File: config.mk
export PLATFORM = sky130hd
export DESIGN_NAME = switch_tick_front_end
export DESIGN_NICKNAME = d
export VERILOG_FILES = /design/src/rtl/switch_tick_front_end.sv
export SDC_FILE = /design/constraint.sdc
export NUM_CORES = 1
export LEC_CHECK = 0
export ABC_CLOCK_PERIOD_IN_PS = 2900
export BUFFER_PORTS_ARGS = -buffer_cell sky130_fd_sc_hd__buf_4
export CAP_MARGIN = 20
export CORE_MARGIN = 2
export CORE_UTILIZATION = 50
export DETAILED_ROUTE_END_ITERATION = 7
export GPL_TIMING_DRIVEN = 0
export PLACE_DENSITY = 0.66
export REMOVE_ABC_BUFFERS = 1
export SYNTH_ARGS = -nofsm -noshare
export SYNTH_HDL_FRONTEND = slang
export SYNTH_SLANG_ARGS = --single-unit
File: constraint.sdc
create_clock -name CLOCK -period 2.9 [get_ports CLOCK]
set_input_delay 0 -clock CLOCK [delete_from_list [all_inputs] [get_ports CLOCK]]
set_output_delay 0 -clock CLOCK [all_outputs]
set_load 0.005 [all_outputs]
File: src/rtl/switch_tick_front_end.sv
// Purpose: builds the game step tick from CLOCK and turns four bouncing slide switches into clean levels and per-tick rise events.
// Latency: 2-flop sync plus DEBOUNCE_CYCLES to SW_STABLE; EVT/EVT_MULTI/EVT_VALID are registered one cycle after TICK.
// Backpressure: none; events are strobed once per tick window and the consumer must take them while EVT_VALID is high.
module switch_tick_front_end #(
  parameter int TICK_DIV        = 100_000_000,
  parameter int DEBOUNCE_CYCLES = 1_000_000
) (
  input  logic       CLOCK,
  input  logic       RESET,
  input  logic [3:0] SWITCHES,
  input  logic       HOLD,
  output logic       TICK,
  output logic [3:0] SW_STABLE,
  output logic       EVT_VALID,
  output logic [3:0] EVT,
  output logic [3:0] EVT_MULTI
);

  localparam int CW = $clog2(DEBOUNCE_CYCLES + 1);
  localparam int DW = $clog2(TICK_DIV);
  localparam logic [CW-1:0] CNT_LAST = CW'(DEBOUNCE_CYCLES - 1);
  localparam logic [DW-1:0] DIV_LAST = DW'(TICK_DIV - 1);

  // Synchronizer stages for the asynchronous switch inputs.
  logic [3:0] s1;
  logic [3:0] s2;

  // Per-switch debounce counters and their decodes.
  logic [CW-1:0] cnt [4];
  logic [3:0]    differ;
  logic [3:0]    accept;
  logic [3:0]    rise;

  // Prescaler state.
  logic [DW-1:0] div_cnt;
  logic          div_last;

  // Events accumulated over the open tick window.
  logic [3:0] pend;
  logic [3:0] multi;

  // Two-flop synchronizer: s1 may go metastable, s2 is the first trusted sample.
  always_ff @(posedge CLOCK) begin
    if (RESET) begin
      s1 <= '0;
      s2 <= '0;
    end else begin
      s1 <= SWITCHES;
      s2 <= s1;
    end
  end

  // Decode which switches disagree with their stable level and which disagreements are accepted now.
  always_comb begin
    differ = '0;
    accept = '0;
    for (int i = 0; i < 4; i++) begin
      differ[i] = (s2[i] != SW_STABLE[i]);
      accept[i] = differ[i] && (cnt[i] == CNT_LAST);
    end
  end

  // An accepted change on a switch whose stable level is 0 is a 0->1 transition; falls are dropped.
  assign rise = accept & ~SW_STABLE;

  // Debounce: a change is accepted only after DEBOUNCE_CYCLES consecutive disagreeing samples.
  always_ff @(posedge CLOCK) begin
    if (RESET) begin
      SW_STABLE <= '0;
      for (int i = 0; i < 4; i++) begin
        cnt[i] <= '0;
      end
    end else begin
      for (int i = 0; i < 4; i++) begin
        if (!differ[i]) begin
          // any agreeing sample restarts the run
          cnt[i] <= '0;
        end else if (accept[i]) begin
          SW_STABLE[i] <= s2[i];
          cnt[i]       <= '0;
        end else begin
          cnt[i] <= cnt[i] + 1'b1;
        end
      end
    end
  end

  // TICK is a pure decode of registered state, gated by HOLD so a frozen prescaler never strobes.
  assign div_last = (div_cnt == DIV_LAST);
  assign TICK     = div_last && !HOLD;

  // Prescaler: free-running modulo-TICK_DIV counter that stands still while HOLD is high.
  always_ff @(posedge CLOCK) begin
    if (RESET) begin
      div_cnt <= '0;
    end else if (!HOLD) begin
      if (div_last) begin
        div_cnt <= '0;
      end else begin
        div_cnt <= div_cnt + 1'b1;
      end
    end
  end

  // Window accumulation: a rise on the closing edge is folded into the window being reported,
  // so it is neither lost nor carried into the next window.
  always_ff @(posedge CLOCK) begin
    if (RESET) begin
      pend      <= '0;
      multi     <= '0;
      EVT       <= '0;
      EVT_MULTI <= '0;
      EVT_VALID <= 1'b0;
    end else if (TICK) begin
      EVT       <= pend | rise;
      EVT_MULTI <= multi | (rise & pend);
      pend      <= '0;
      multi     <= '0;
      EVT_VALID <= 1'b1;
    end else begin
      pend      <= pend | rise;
      multi     <= multi | (rise & pend);
      EVT_VALID <= 1'b0;
    end
  end

endmodule
==> results of run 1 <==
logic make-up after synthesis:
logic type,count (synthesis),synth area share (%)
xor+xnor,61,7.90
flops,136,52.1
fa+ha+maj,5,0.925
simple gates,325,26.4
mux,1,0.148
buf+inv,42,2.44
other cells,1,0.0555
compound gates,113,9.99
cell usage after synthesis (all sizes together) (2+ instances only):
master and number:
a21oi 49, edfxtp 80, nand3 40, buf 5
a31oi 4, nand2b 6, a221o 3, or4b 2
and2 2, o31ai 14, xnor2 35, and3 5
nor2b 13, nor2 88, and4b 3, o21ai 26
and4 15, dfxtp 56, or4 22, or3 26
clkbuf 20, nor3 9, nand4 31, inv 17
nand2 38, ha 5, o31a 4, nor4 20
xor2 26, a211oi 8
stage by stage:
stage	power (mW)	worst slack, ns	util, %
after floorplan	2.28	0.732	-
after global placement	2.33	0.268	55.3
after detailed placement	2.33	0.234	55.4
after CTS	4.44	0.225	60.5
after global routing	4.56	0.112	60.8
final	4.40	0.313	60.8
layer usage:
metal	wire length, um	global-route usage [%]	share of wire (%)	vias up
met5	0	0	0	-
met3	381	5.38	2.9	17
met2	6520	32.1	49	73
li1	-	-	-	2694
met4	171	6.61	1.3	0
met1	6230	24.3	47	2563
sequential cells by signal, summed over array words and instances (netlist names):
name       count
s2             4
EVT            4
EVT_VALID      1
s1             4
cnt           80
multi          4
pend           4
EVT_MULTI      4
SW_STABLE      4
div_cnt       27
worst max-delay path by stage:
| stage | startpoint | slack, ns | end |
|---|---|---|---|
| 6_report | cnt[0][11] | 0.31 | cnt[0][6] |
| 5_1_grt | cnt[3][2] | 0.11 | cnt[3][19] |
| 4_1_cts | cnt[2][0] | 0.22 | cnt[2][12] |
| 3_5_place_dp | cnt[2][0] | 0.23 | cnt[2][12] |
| 3_3_place_gp | div_cnt[0] | 0.27 | EVT[2] |
| 2_1_floorplan | cnt[3][10] | 0.73 | cnt[3][19] |
area by class of cell:
class / instances / area, um^2 / share of cell area [%]
timing repair buffer: 32 / 283 / 3.51
tap: 176 / 220 / 2.74
inverter: 17 / 63.8 / 0.793
sequential: 136 / 3520 / 43.8
clock buffer: 22 / 529 / 6.58
multi-input combinational: 585 / 3370 / 41.9
clock inverter: 10 / 57.6 / 0.715
report_power, final:
group	internal [mW]	switching, mW
registers	2.10	0.0637
clock network	1.29	0.800
logic	0.0633	0.0854
total	3.45	0.949
worst max-delay path: cells and delay by family, from the launching register on:
kind / cells / cell delay [ns]
AND/OR/NAND/NOR: 3 / 1.14
flip-flops: 1 / 0.46
AO/OA/AOI/OAI: 1 / 0.70
repair_timing:
item	CTS	global route
hold endpoints to repair	23	0
setup endpoints to repair	0	18
resized for setup	0	1
hold buffers	10	0
==> impl_metrics.env, run 1 <==
export IMPL_status="complete, no violations"
export IMPL_ios=21
export IMPL_final_common_cell="nor2_1"
export IMPL_min_from="s1[0]"
export IMPL_layout_drive_gt1_share_pct=7.48
export IMPL_crit_path_max_fanout=20
export IMPL_tns_ns=0
export IMPL_fmax_ghz=0.387
export IMPL_drv_slew=0
export IMPL_ant_nets=0
export IMPL_r2r_setup_slack_ns=0.31
export IMPL_syn_area_mm2=0.00676
export IMPL_rr_startpoint="cnt[0][11]"
export IMPL_fin_skew_ns=0.00922
export IMPL_cpPeakStageDelay_ns=0.70
export IMPL_avgSynthCellArea_um2=9.88
export IMPL_crit_path_top_delay_cell="a221o_1"
export IMPL_clockRootBuffer="clkbuf_16"
export IMPL_ys_top_cells_by_area="edfxtp_1 (36%), dfxtp_1 (17%), nor2_1 (4.9%), xnor2_1 (4.5%), a21oi_1 (3.6%)"
export IMPL_reg2regPathDepth=4
export IMPL_grt_max_degree=34
export IMPL_grt_pass1_wl_um=22600
export IMPL_antenna_found_initial=0
export IMPL_track_usage_pct=19.3
export IMPL_cts_clk_slew_worst_paths_ns=0.06
export IMPL_fin_nets=801
export IMPL_fin_crit_ns=2.59
export IMPL_worst_pin_slew_ns=0.865
export IMPL_place_congestion=0.768
export IMPL_end_kind="register"
export IMPL_final_cell_area_mm2=0.00805
export IMPL_instances_no_fill=978
export IMPL_timing_hold_ws_ns=0.434
export IMPL_peakVddDrop_uv=447
export IMPL_ys_async_sr_fraction_pct=0
export IMPL_routed_via_density=5.47
export IMPL_clkLatencyLatePin_ns=0.41
export IMPL_synth_edf_count=80
export IMPL_min_to="s2[0]"
export IMPL_cp_start_kind="register"
export IMPL_cts_tree="done"
export IMPL_post_drt_wl_per_cell_um=13.6
export IMPL_wirelength_um=13300
export IMPL_cts_sinks=136
export IMPL_ys_ff_latch=136
export IMPL_clk_path_buf_depth=2
export IMPL_r2r_end="cnt[0][6]"
export IMPL_crit_chain="or4b_1, nor4_1, a221o_1, nor2_1"
export IMPL_power_density_mw_per_mm2=547
export IMPL_yosys_warnings=0
export IMPL_grt_pass1_vias=5012
export IMPL_dpl_instance_area_mm2=0.00733
export IMPL_synth_top_area_share_pct=35.5
export IMPL_layout_common_cells="nor2_1 (88), edfxtp_1 (80), conb_1 (80)"
export IMPL_setup_viol=0
export IMPL_slew_headroom_pct=41.8
export IMPL_cts_setup_buffers=0
export IMPL_first_pass_iters=5
export IMPL_n_fill_cell=1161
export IMPL_cp_required_ns=3.03
export IMPL_maxCapViolations=0
export IMPL_synth_seq_area_share_pct=52.1
export IMPL_ys_flop_type="edfxtp_1"
export IMPL_rsz0062_at_grt="false"
export IMPL_syn_inst=684
export IMPL_hold_depth=1
export IMPL_portBuffers=20
export IMPL_post_synth_top_area_cell="edfxtp_1"
export IMPL_leakage_nw=2.71
export IMPL_period_share_pct=89.2
export IMPL_cts_made_buffers=17
export IMPL_fp_dieH_um=120
export IMPL_critPathKind="register to register"
export IMPL_start_util_pct=51.0
export IMPL_finalHoldViolations=0
export IMPL_die_w_um=120
export IMPL_grt_overflow_total=0
export IMPL_n_antenna_cell=0
export IMPL_hold_class="register to register"
export IMPL_drc=0
export IMPL_placed_cells=935
export IMPL_cp_arrival_ns=2.72
export IMPL_dpl_hpwl_um=9200
export IMPL_htreeDepth=4
export IMPL_synth_cell_types=49
export IMPL_die_area_mm2=0.0145
export IMPL_rows=42
export IMPL_core_mm2=0.0132
export IMPL_area_growth_pct=19.0
export IMPL_drt_initial_drc_count=340
export IMPL_vias=5347
No activity file was read; power rests on OpenSTA's default activity.
==> run 2: changes to the inputs <==
--- a/config.mk
+++ b/config.mk
@@ -5,14 +5,14 @@
 export SDC_FILE = /design/constraint.sdc
 export NUM_CORES = 1
 export LEC_CHECK = 0
-export ABC_CLOCK_PERIOD_IN_PS = 2900
+export ABC_CLOCK_PERIOD_IN_PS = 2370
 export BUFFER_PORTS_ARGS = -buffer_cell sky130_fd_sc_hd__buf_4
 export CAP_MARGIN = 20
 export CORE_MARGIN = 2
 export CORE_UTILIZATION = 50
 export DETAILED_ROUTE_END_ITERATION = 7
 export GPL_TIMING_DRIVEN = 0
-export PLACE_DENSITY = 0.66
+export PLACE_DENSITY = 0.69
 export REMOVE_ABC_BUFFERS = 1
 export SYNTH_ARGS = -nofsm -noshare
 export SYNTH_HDL_FRONTEND = slang
==> constraint.sdc (replaced) <==
create_clock -name CLOCK -period 2.37 [get_ports CLOCK]
set_input_delay 0.1185 -clock CLOCK [delete_from_list [all_inputs] [get_ports CLOCK]]
set_output_delay 0.1185 -clock CLOCK [all_outputs]
set_load 0.005 [all_outputs]
==> run 2 against run 1 <==
Via count rose by 1.3%. Routed wire length is 5.0% higher. Non-clock buffer count fell by 6. Maximum frequency rose by 14%. Combinational power is 20% higher. Setup slack got worse by 0.20 ns. Hold slack lost 0.35 ns. Critical path depth stayed put. Sequential power up 23%. Critical path type unchanged. Critical endpoint is now cnt[1][3]. Largest cell class unchanged. Highest routed layer unchanged.
==> impl_metrics.env, run 2 (synthesized netlist as in run 1, its figures left out) <==
export IMPL_status="complete, no violations"
export IMPL_place_congestion=0.801
export IMPL_dpl_hpwl_um=9150
export IMPL_ios=21
export IMPL_cp_arrival_ns=2.42
export IMPL_clkLatencyLatePin_ns=0.42
export IMPL_portBuffers=20
export IMPL_rr_startpoint="cnt[1][13]"
export IMPL_finalHoldViolations=0
export IMPL_fmax_ghz=0.442
export IMPL_crit_path_max_fanout=10
export IMPL_tns_ns=0
export IMPL_layout_common_cells="nor2_1 (88), edfxtp_1 (80), conb_1 (80)"
export IMPL_total_power_mw=5.34
export IMPL_rows=42
export IMPL_die_area_mm2=0.0145
export IMPL_leakage_nw=2.72
export IMPL_reg_largest_list="cnt: 80 flops, div_cnt: 27 flops"
export IMPL_routed_via_density=5.56
export IMPL_min_from="RESET"
export IMPL_grt_pass1_vias=5079
export IMPL_instances_no_fill=974
export IMPL_power_share_sequential_pct=49.7
export IMPL_clockRootBuffer="clkbuf_16"
export IMPL_fin_ws_ns=0.109
export IMPL_grt_pass1_wl_um=23300
export IMPL_cts_sinks=136
export IMPL_power_switching_mw=1.15
export IMPL_regMostFlops="cnt"
export IMPL_drv_slew=0
export IMPL_post_drt_wl_per_cell_um=14.3
export IMPL_period_share_pct=95.4
export IMPL_die_w_um=120
export IMPL_n_antenna_cell=0
export IMPL_slew_headroom_pct=57.6
export IMPL_drc=0
export IMPL_core_mm2=0.0132
export IMPL_first_pass_iters=4
export IMPL_hold_depth=2
export IMPL_end_kind="register"
export IMPL_reg2regPathDepth=4
export IMPL_setup_viol=0
export IMPL_swShare_pct=21.6
export IMPL_area_growth_pct=19.0
export IMPL_critPathKind="register to register"
export IMPL_start_util_pct=51.0
export IMPL_place_ws_ns=-0.230
export IMPL_cp_start_kind="register"
export IMPL_r2r_end="cnt[1][3]"
export IMPL_fin_nets=797
export IMPL_cts_clk_slew_worst_paths_ns=0.06
export IMPL_grt_max_degree=34
export IMPL_grt_overflow_total=0
export IMPL_p_comb_share_pct=3.4
export IMPL_wirelength_um=14000
export IMPL_worst_pin_slew_ns=0.630
export IMPL_antenna_found_initial=0
export IMPL_clockPowerShare_pct=47.0
export IMPL_cts_tree="done"
export IMPL_clk_path_buf_depth=2
export IMPL_fin_skew_ns=0.00579
export IMPL_cts_made_buffers=17
export IMPL_ant_nets=0
export IMPL_vias=5419
export IMPL_layout_drive_gt1_share_pct=8.65
export IMPL_largest_reg_flops=80
export IMPL_fp_dieH_um=120
export IMPL_p_int_mw=4.18
export IMPL_hold_class="primary input to register"
export IMPL_power_density_mw_per_mm2=663
export IMPL_r2r_setup_slack_ns=0.11
export IMPL_min_to="div_cnt[2]"
export IMPL_final_common_cell="nor2_1"
export IMPL_htreeDepth=4
export IMPL_cp_required_ns=2.52
export IMPL_peakVddDrop_uv=511
export IMPL_fin_crit_ns=2.26
export IMPL_placed_cells=935
export IMPL_maxCapViolations=0
export IMPL_drt_initial_drc_count=454
export IMPL_track_usage_pct=19.9
==> run 2: cell count changes in the layout (fill, tap and decap cells not counted), moves of 2 or more <==
cell           change
dlygate4sd3_1      -5
nor4_1             -5
clkbuf_1           +3
clkbuf_8           +3
clkinv_1           -3
nor4_2             +3
a221o_2            +2
clkbuf_16          -2
clkinv_2           +2
clkinv_4           -2
nor4_4             +2
==> run 2: worst max-delay path by stage <==
| stage | from | to | slack, ns | depth (start not counted) |
|---|---|---|---|---|
| 3_5_place_dp | cnt[1][13] | cnt[1][11] | -0.23 | 4 |
| 6_report | cnt[1][13] | cnt[1][3] | 0.11 | 4 |
| 2_1_floorplan | cnt[3][10] | cnt[3][19] | 0.20 | 4 |
| 4_1_cts | cnt[2][0] | cnt[2][6] | 0.003 | 5 |
| 5_1_grt | cnt[1][13] | cnt[1][1] | -0.03 | 4 |
| 3_3_place_gp | div_cnt[0] | EVT_MULTI[1] | -0.26 | 5 |
==> run 2: cell type report <==
type                            instances  area (um^2)
Timing Repair Buffer                   26          205
Inverter                               17         63.8
Clock inverter                          6         32.5
Fill cell                            1156         5200
Sequential cell                       136         3520
Tap cell                              176          220
Multi-Input combinational cell        587         3470
Clock buffer                           26          532
==> run 2: through the flow <==
stage | instance area, um^2 | utilization (%) | hold WS (ns)
2_1_floorplan | 6960 | - | 0.188
3_3_place_gp | 7330 | 55.3 | 0.349
3_5_place_dp | 7330 | 55.4 | 0.348
4_1_cts | 7980 | 60.2 | 0.0710
5_1_grt | 8050 | 60.8 | 0.0975
6_report | 8050 | 60.8 | 0.0857
==> run 2: per-layer routing <==
layer / part of all wire, % / track usage, % / up-vias
met3: 4.0 / 4.48 / 21
met5: 0 / 0 / -
met2: 48 / 33.3 / 103
met4: 2.0 / 8.28 / 0
li1: - / - / 2691
met1: 46 / 25.0 / 2604
==> run 2: worst max-delay path, cell delays in order (launching register included) <==
cell and delay [ns]:
edfxtp_1 0.46, or4b_1 0.59, nor4_2 0.34, a221o_1 0.52
nor2_1 0.10
==> run 2: power groups by stage <==
| stage | registers, mW | clock network [mW] | logic (mW) |
|---|---|---|---|
| global route | 2.66 | 2.64 | 0.205 |
| CTS | 2.65 | 2.54 | 0.171 |
| detailed placement | 2.70 | 0 | 0.159 |
| global placement | 2.69 | 0 | 0.155 |
| floorplan | 2.67 | 0 | 0.121 |
| finish | 2.65 | 2.51 | 0.179 |
==> run 2: timing repair <==
item	4_1_cts	5_1_grt
hold buffers	5	0
endpoints found under the setup margin	113	81
buffers inserted	0	0
gates resized for setup	7	9
pin swaps	1	1
hold endpoints to repair	6	0
cloned	1	1
